`src/rtl/sram_rd_resp_pipe.sv`:
```
// Valid/ready read front end and write pass-through for a 1024x32 byte-masked dual-port SRAM.
// Optional write-before-read bypass for same-cycle same-address traffic: SRAM_RD_SAME_CYCLE_WR_BYPASS_EN.
module sram_rd_resp_pipe #(
  parameter int unsigned ADDR_W = 10,
  parameter int unsigned DATA_W = 32,
  parameter int unsigned MASK_W = DATA_W / 8
) (
  input  logic              clock,
  input  logic              reset,
  input  logic              req_valid,
  output logic              req_ready,
  input  logic [ADDR_W-1:0] req_addr,
  output logic              resp_valid,
  input  logic              resp_ready,
  output logic [DATA_W-1:0] resp_data,
  input  logic              wr_valid,
  input  logic [ADDR_W-1:0] wr_addr,
  input  logic [DATA_W-1:0] wr_data,
  input  logic [MASK_W-1:0] wr_mask,
  output logic              mem_W0_en,
  output logic [ADDR_W-1:0] mem_W0_addr,
  output logic [DATA_W-1:0] mem_W0_data,
  output logic [MASK_W-1:0] mem_W0_mask,
  output logic              mem_R0_en,
  output logic [ADDR_W-1:0] mem_R0_addr,
  input  logic [DATA_W-1:0] mem_R0_data
);

  localparam int unsigned FIFO_DEPTH = 2;
  localparam int unsigned OCC_W      = 2;
  localparam int unsigned CRED_W     = 3;

  logic              fire;
  logic              push;
  logic              pop;
  logic              inflight_q;
  logic [OCC_W-1:0]  occ_q;
  logic [OCC_W-1:0]  occ_d;
  logic              wr_ptr_q;
  logic              rd_ptr_q;
  logic [CRED_W-1:0] credit_used;
  logic [DATA_W-1:0] cap_data;
  logic [DATA_W-1:0] fifo_q [FIFO_DEPTH];

  // Write stream goes straight to the macro.
  assign mem_W0_en   = wr_valid;
  assign mem_W0_addr = wr_addr;
  assign mem_W0_data = wr_data;
  assign mem_W0_mask = wr_mask;

  // Read issue; macro registers the address at the end of the fire cycle.
  assign fire        = req_valid && req_ready;
  assign mem_R0_en   = fire;
  assign mem_R0_addr = req_addr;

  assign push       = inflight_q;
  assign resp_valid = (occ_q != OCC_W'(0));
  assign pop        = resp_valid && resp_ready;
  assign resp_data  = fifo_q[rd_ptr_q];

  // A slot freed by this cycle's pop can be reissued immediately.
  assign credit_used = CRED_W'(occ_q) + CRED_W'(inflight_q) - CRED_W'(pop);
  assign req_ready   = (credit_used < CRED_W'(FIFO_DEPTH));

  assign occ_d = occ_q + OCC_W'(push) - OCC_W'(pop);

`ifdef SRAM_RD_SAME_CYCLE_WR_BYPASS_EN
  logic              byp_hit_q;
  logic [DATA_W-1:0] byp_data_q;
  logic [MASK_W-1:0] byp_mask_q;

  always_ff @(posedge clock) begin
    if (!reset) begin
      byp_hit_q <= 1'b0;
    end else begin
      byp_hit_q <= fire && wr_valid && (wr_addr == req_addr);
    end
  end

  always_ff @(posedge clock) begin
    byp_data_q <= wr_data;
    byp_mask_q <= wr_mask;
  end

  // Overlay enabled bytes of the colliding write onto the macro read data.
  always_comb begin
    cap_data = mem_R0_data;
    for (int b = 0; b < int'(MASK_W); b++) begin
      if (byp_hit_q && byp_mask_q[b]) begin
        cap_data[b*8 +: 8] = byp_data_q[b*8 +: 8];
      end
    end
  end
`else
  assign cap_data = mem_R0_data;
`endif

  // Control state; an in-flight read is dropped by reset.
  always_ff @(posedge clock) begin
    if (!reset) begin
      inflight_q <= 1'b0;
      occ_q      <= '0;
      wr_ptr_q   <= 1'b0;
      rd_ptr_q   <= 1'b0;
    end else begin
      inflight_q <= fire;
      occ_q      <= occ_d;
      if (push) wr_ptr_q <= ~wr_ptr_q;
      if (pop)  rd_ptr_q <= ~rd_ptr_q;
    end
  end

  // Data storage carries no reset.
  always_ff @(posedge clock) begin
    if (push) fifo_q[wr_ptr_q] <= cap_data;
  end

`ifndef SYNTHESIS
  a_credit_bound : assert property (@(posedge clock) disable iff (!reset)
    (CRED_W'(occ_q) + CRED_W'(inflight_q)) <= CRED_W'(FIFO_DEPTH));
`endif

endmodule

```
`config.mk`:
```
export PLATFORM = sky130hd
export DESIGN_NAME = sram_rd_resp_pipe
export DESIGN_NICKNAME = d
export VERILOG_FILES = /design/src/rtl/sram_rd_resp_pipe.sv
export SDC_FILE = /design/constraint.sdc
export NUM_CORES = 1
export LEC_CHECK = 0
export ABC_AREA = 1
export ABC_CLOCK_PERIOD_IN_PS = 2200
export BUFFER_PORTS_ARGS = -buffer_cell sky130_fd_sc_hd__buf_2
export CORE_UTILIZATION = 40
export DETAILED_ROUTE_END_ITERATION = 10
export PLACE_DENSITY = 0.8
export SLEW_MARGIN = 20
export SYNTH_ARGS = -nofsm -noshare
export SYNTH_HDL_FRONTEND = slang
export SYNTH_SLANG_ARGS = --single-unit
export TNS_END_PERCENT = 100
```
`constraint.sdc`:
```
create_clock -name clock -period 2.2 [get_ports clock]
set_input_delay 0.44 -clock clock [delete_from_list [all_inputs] [get_ports clock]]
set_output_delay 0.44 -clock clock [all_outputs]
set_load 0.02 [all_outputs]
```
==> results_dict.tcl <==
set metrics [dict create \
    clock_path_buffers 2 \
    cts-buffers-inserted 9 \
    syn_area_um2 3180 \
    critical_path.top_delay_family "adder cells" \
    rsz0062_at_grt "true" \
    reg2reg_from "occ_q[1]" \
    synth_cell_type_count 14 \
    async_flop_share 0 \
    hold_viol_final 0 \
    crit_required_ns 1.76 \
    hp-start "mem_R0_data[1]" \
    critPathMaxFanout 2 \
    drv_slew 0 \
    post_drt_wl_per_cell_um 17.0 \
    ant_nets 0 \
    hold_class "primary input to register" \
    diodes 0 \
    die_area_um2 8320 \
    drc 0 \
    insertion_delay_ns 0.33 \
    drtIter0Drc 23 \
    whs_ns 0.291 \
    syn-instance-count 198 \
    grt_pass1_vias 1585 \
    yosysWarningCount 0 \
    cellPowerDensity_nw_per_um2 1250 \
    routed_via_density 4.54 \
    setup_viol 3 \
    fillers 686 \
    leakagePower_nw 1.43 \
    initial_core_util 0.412 \
    final_util 0.459 \
    grt_max_degree 34 \
    synth_edf_count 64 \
    hold_buffers 0 \
    fmaxAchievable_ghz 0.376 \
    pre_cts_ws_ns -0.417 \
    grt_pass1_wl_um 8290 \
    h-tree-depth 3 \
    ys_seq_area_frac 0.642 \
    fin_nets 327 \
    period_needed_ns 2.66 \
    antenna_found_initial 0 \
    drv_cap 0 \
    finalCritPeriodShare 1.21 \
    cp_num_buf_inv 4 \
    layout_common_cells "69 x buf_2, 64 x edfxtp_1, 30 x mux2_4" \
    root_buffer "clkbuf_8" \
    core_um2 7730 \
    worst_path_largest_cell_delay_ns 0.46 \
    vias 1535 \
    clock_sinks 70 \
    syn_to_final_growth_pct 11.4 \
    worstPathCellList "nor2_4, nor2_4, ha_4, inv_2, ha_4, fa_1, inv_1, nand2_2, nor2_4, nand2_2, inv_2, buf_6" \
    overflow 0 \
    crit_path_end "mem_R0_en" \
    cp.depth 12 \
    rows 32 \
    die_x_um 91.2 \
    min_path_cells 1 \
    track_usage 0.142 \
    io_buffers 70 \
    drive_above_1_share 0.614 \
    ir_worst_vdd_uv 326 \
    cpMostUsedCell "nor2_4" \
    ff2ff_setup_slack_ns -0.38 \
    cp-end-kind "primary output" \
    cp.arrival_ns 2.22 \
    gp_congestion 0.780 \
    hpwl_um 4180 \
    tightest_slew_ns 0.459 \
    syn_nets 294 \
    status "finished with violations" \
    drt-pass1-iter-count 4 \
    clk_pin_slew_ns 0.07 \
    reg2reg_to "inflight_q" \
    avgSynthCellArea_um2 16.1 \
    critPathLaunch "occ_q[1]" \
    wirelength_um 5730 \
    relSlewSlack 0.694 \
    worst_slack_ns -0.461 \
    yosys_register_bits 70 \
    path_class "register to primary output" \
    final_common_cell "buf_2" \
    skew_ns 0.00591 \
    slowest_stage "fa_1" \
    ioPinCount 185 \
    synth-main-ff-cell "edfxtp_1" \
    cts_tree "built" \
    die_h_um 91.2 \
    start_kind "register" \
    violations "negative setup slack" \
    r2r.worst_path.cells 17 \
]
## cells in the mapped netlist, types with 2 or more instances
master,n,area share
buf_4,57,0.13
inv_1,12,0.014
ha_1,2,0.0079
nor2_1,10,0.012
edfxtp_1,64,0.60
mux2_4,30,0.14
nand2_1,8,0.0094
mux2_2,2,0.0071
buf_12,3,0.019
dfxtp_1,6,0.038
## worst min path at each step
stage	to	slack, ns
3_3_place_gp	rd_ptr_q	0.51
3_5_place_dp	rd_ptr_q	0.50
6_report	fifo_q[1][1]	0.29
5_1_grt	fifo_q[1][22]	0.26
2_1_floorplan	register	0.47
4_1_cts	fifo_q[1][22]	0.27
## power breakdown
part	leakage (nW)	switching, mW	internal [mW]
combinational	0.697	0.877	0.750
clock	0.0964	0.459	0.522
sequential	0.633	0.0791	1.73
total	1.43	1.42	3.00
## layout make-up
type                            count  area [um2]  share of cell area
Tap cell                          102         128              0.0360
Clock inverter                      6        61.3              0.0173
Multi-Input combinational cell     55         658               0.186
Clock buffer                       10         128              0.0360
Inverter                           12        57.6              0.0162
Timing Repair Buffer               83         467               0.132
Sequential cell                    70        2050               0.577
## what timing repair did
action | CTS | global route
setup endpoints to repair | 2 | 3
setup buffers | 7 | 0
gates cloned | 0 | 0
pin swaps | 6 | 0
resized for setup | 9 | 0
## metal layers
layer  global-route usage  wire length (um)  part of all wire  up-vias
li1                     -                 -                 -      693
met1                0.121              1810              0.31      715
met2                0.251              3070              0.54       88
met3               0.0469               468             0.082       39
met4                0.144               384             0.067        0
met5                    0                 0                 0        -
## worst register-to-register path, delay by kind of cell (launching register included)
kind          cells  cell delay [ns]
fa+ha+maj         3             0.86
buf+inv           8             0.86
simple gates      6             0.47
flops             1             0.34
## cell families after synthesis
kind of cell / share of synthesized area
adders and majority gates: 0.0142
buffers and inverters: 0.171
DFF: 0.642
muxes: 0.149
and+or+nand+nor: 0.0244
## registers in the layout, summed over array words and instances (netlist names), named ones only
signal	cells
rd_ptr_q	1
wr_ptr_q	1
occ_q	2
inflight_q	1
fifo_q	64
## through the flow
step	TNS, ns	std cells	total power, mW	cell area, um2
floorplan	-0.132	198	3.11	3220
global placement	-0.561	315	3.30	3260
detailed placement	-0.821	315	3.36	3260
CTS	-1.19	338	4.47	3540
global route	-1.50	338	4.63	3540
finish	-1.26	338	4.42	3540
Power figures use the tool's default switching activity.
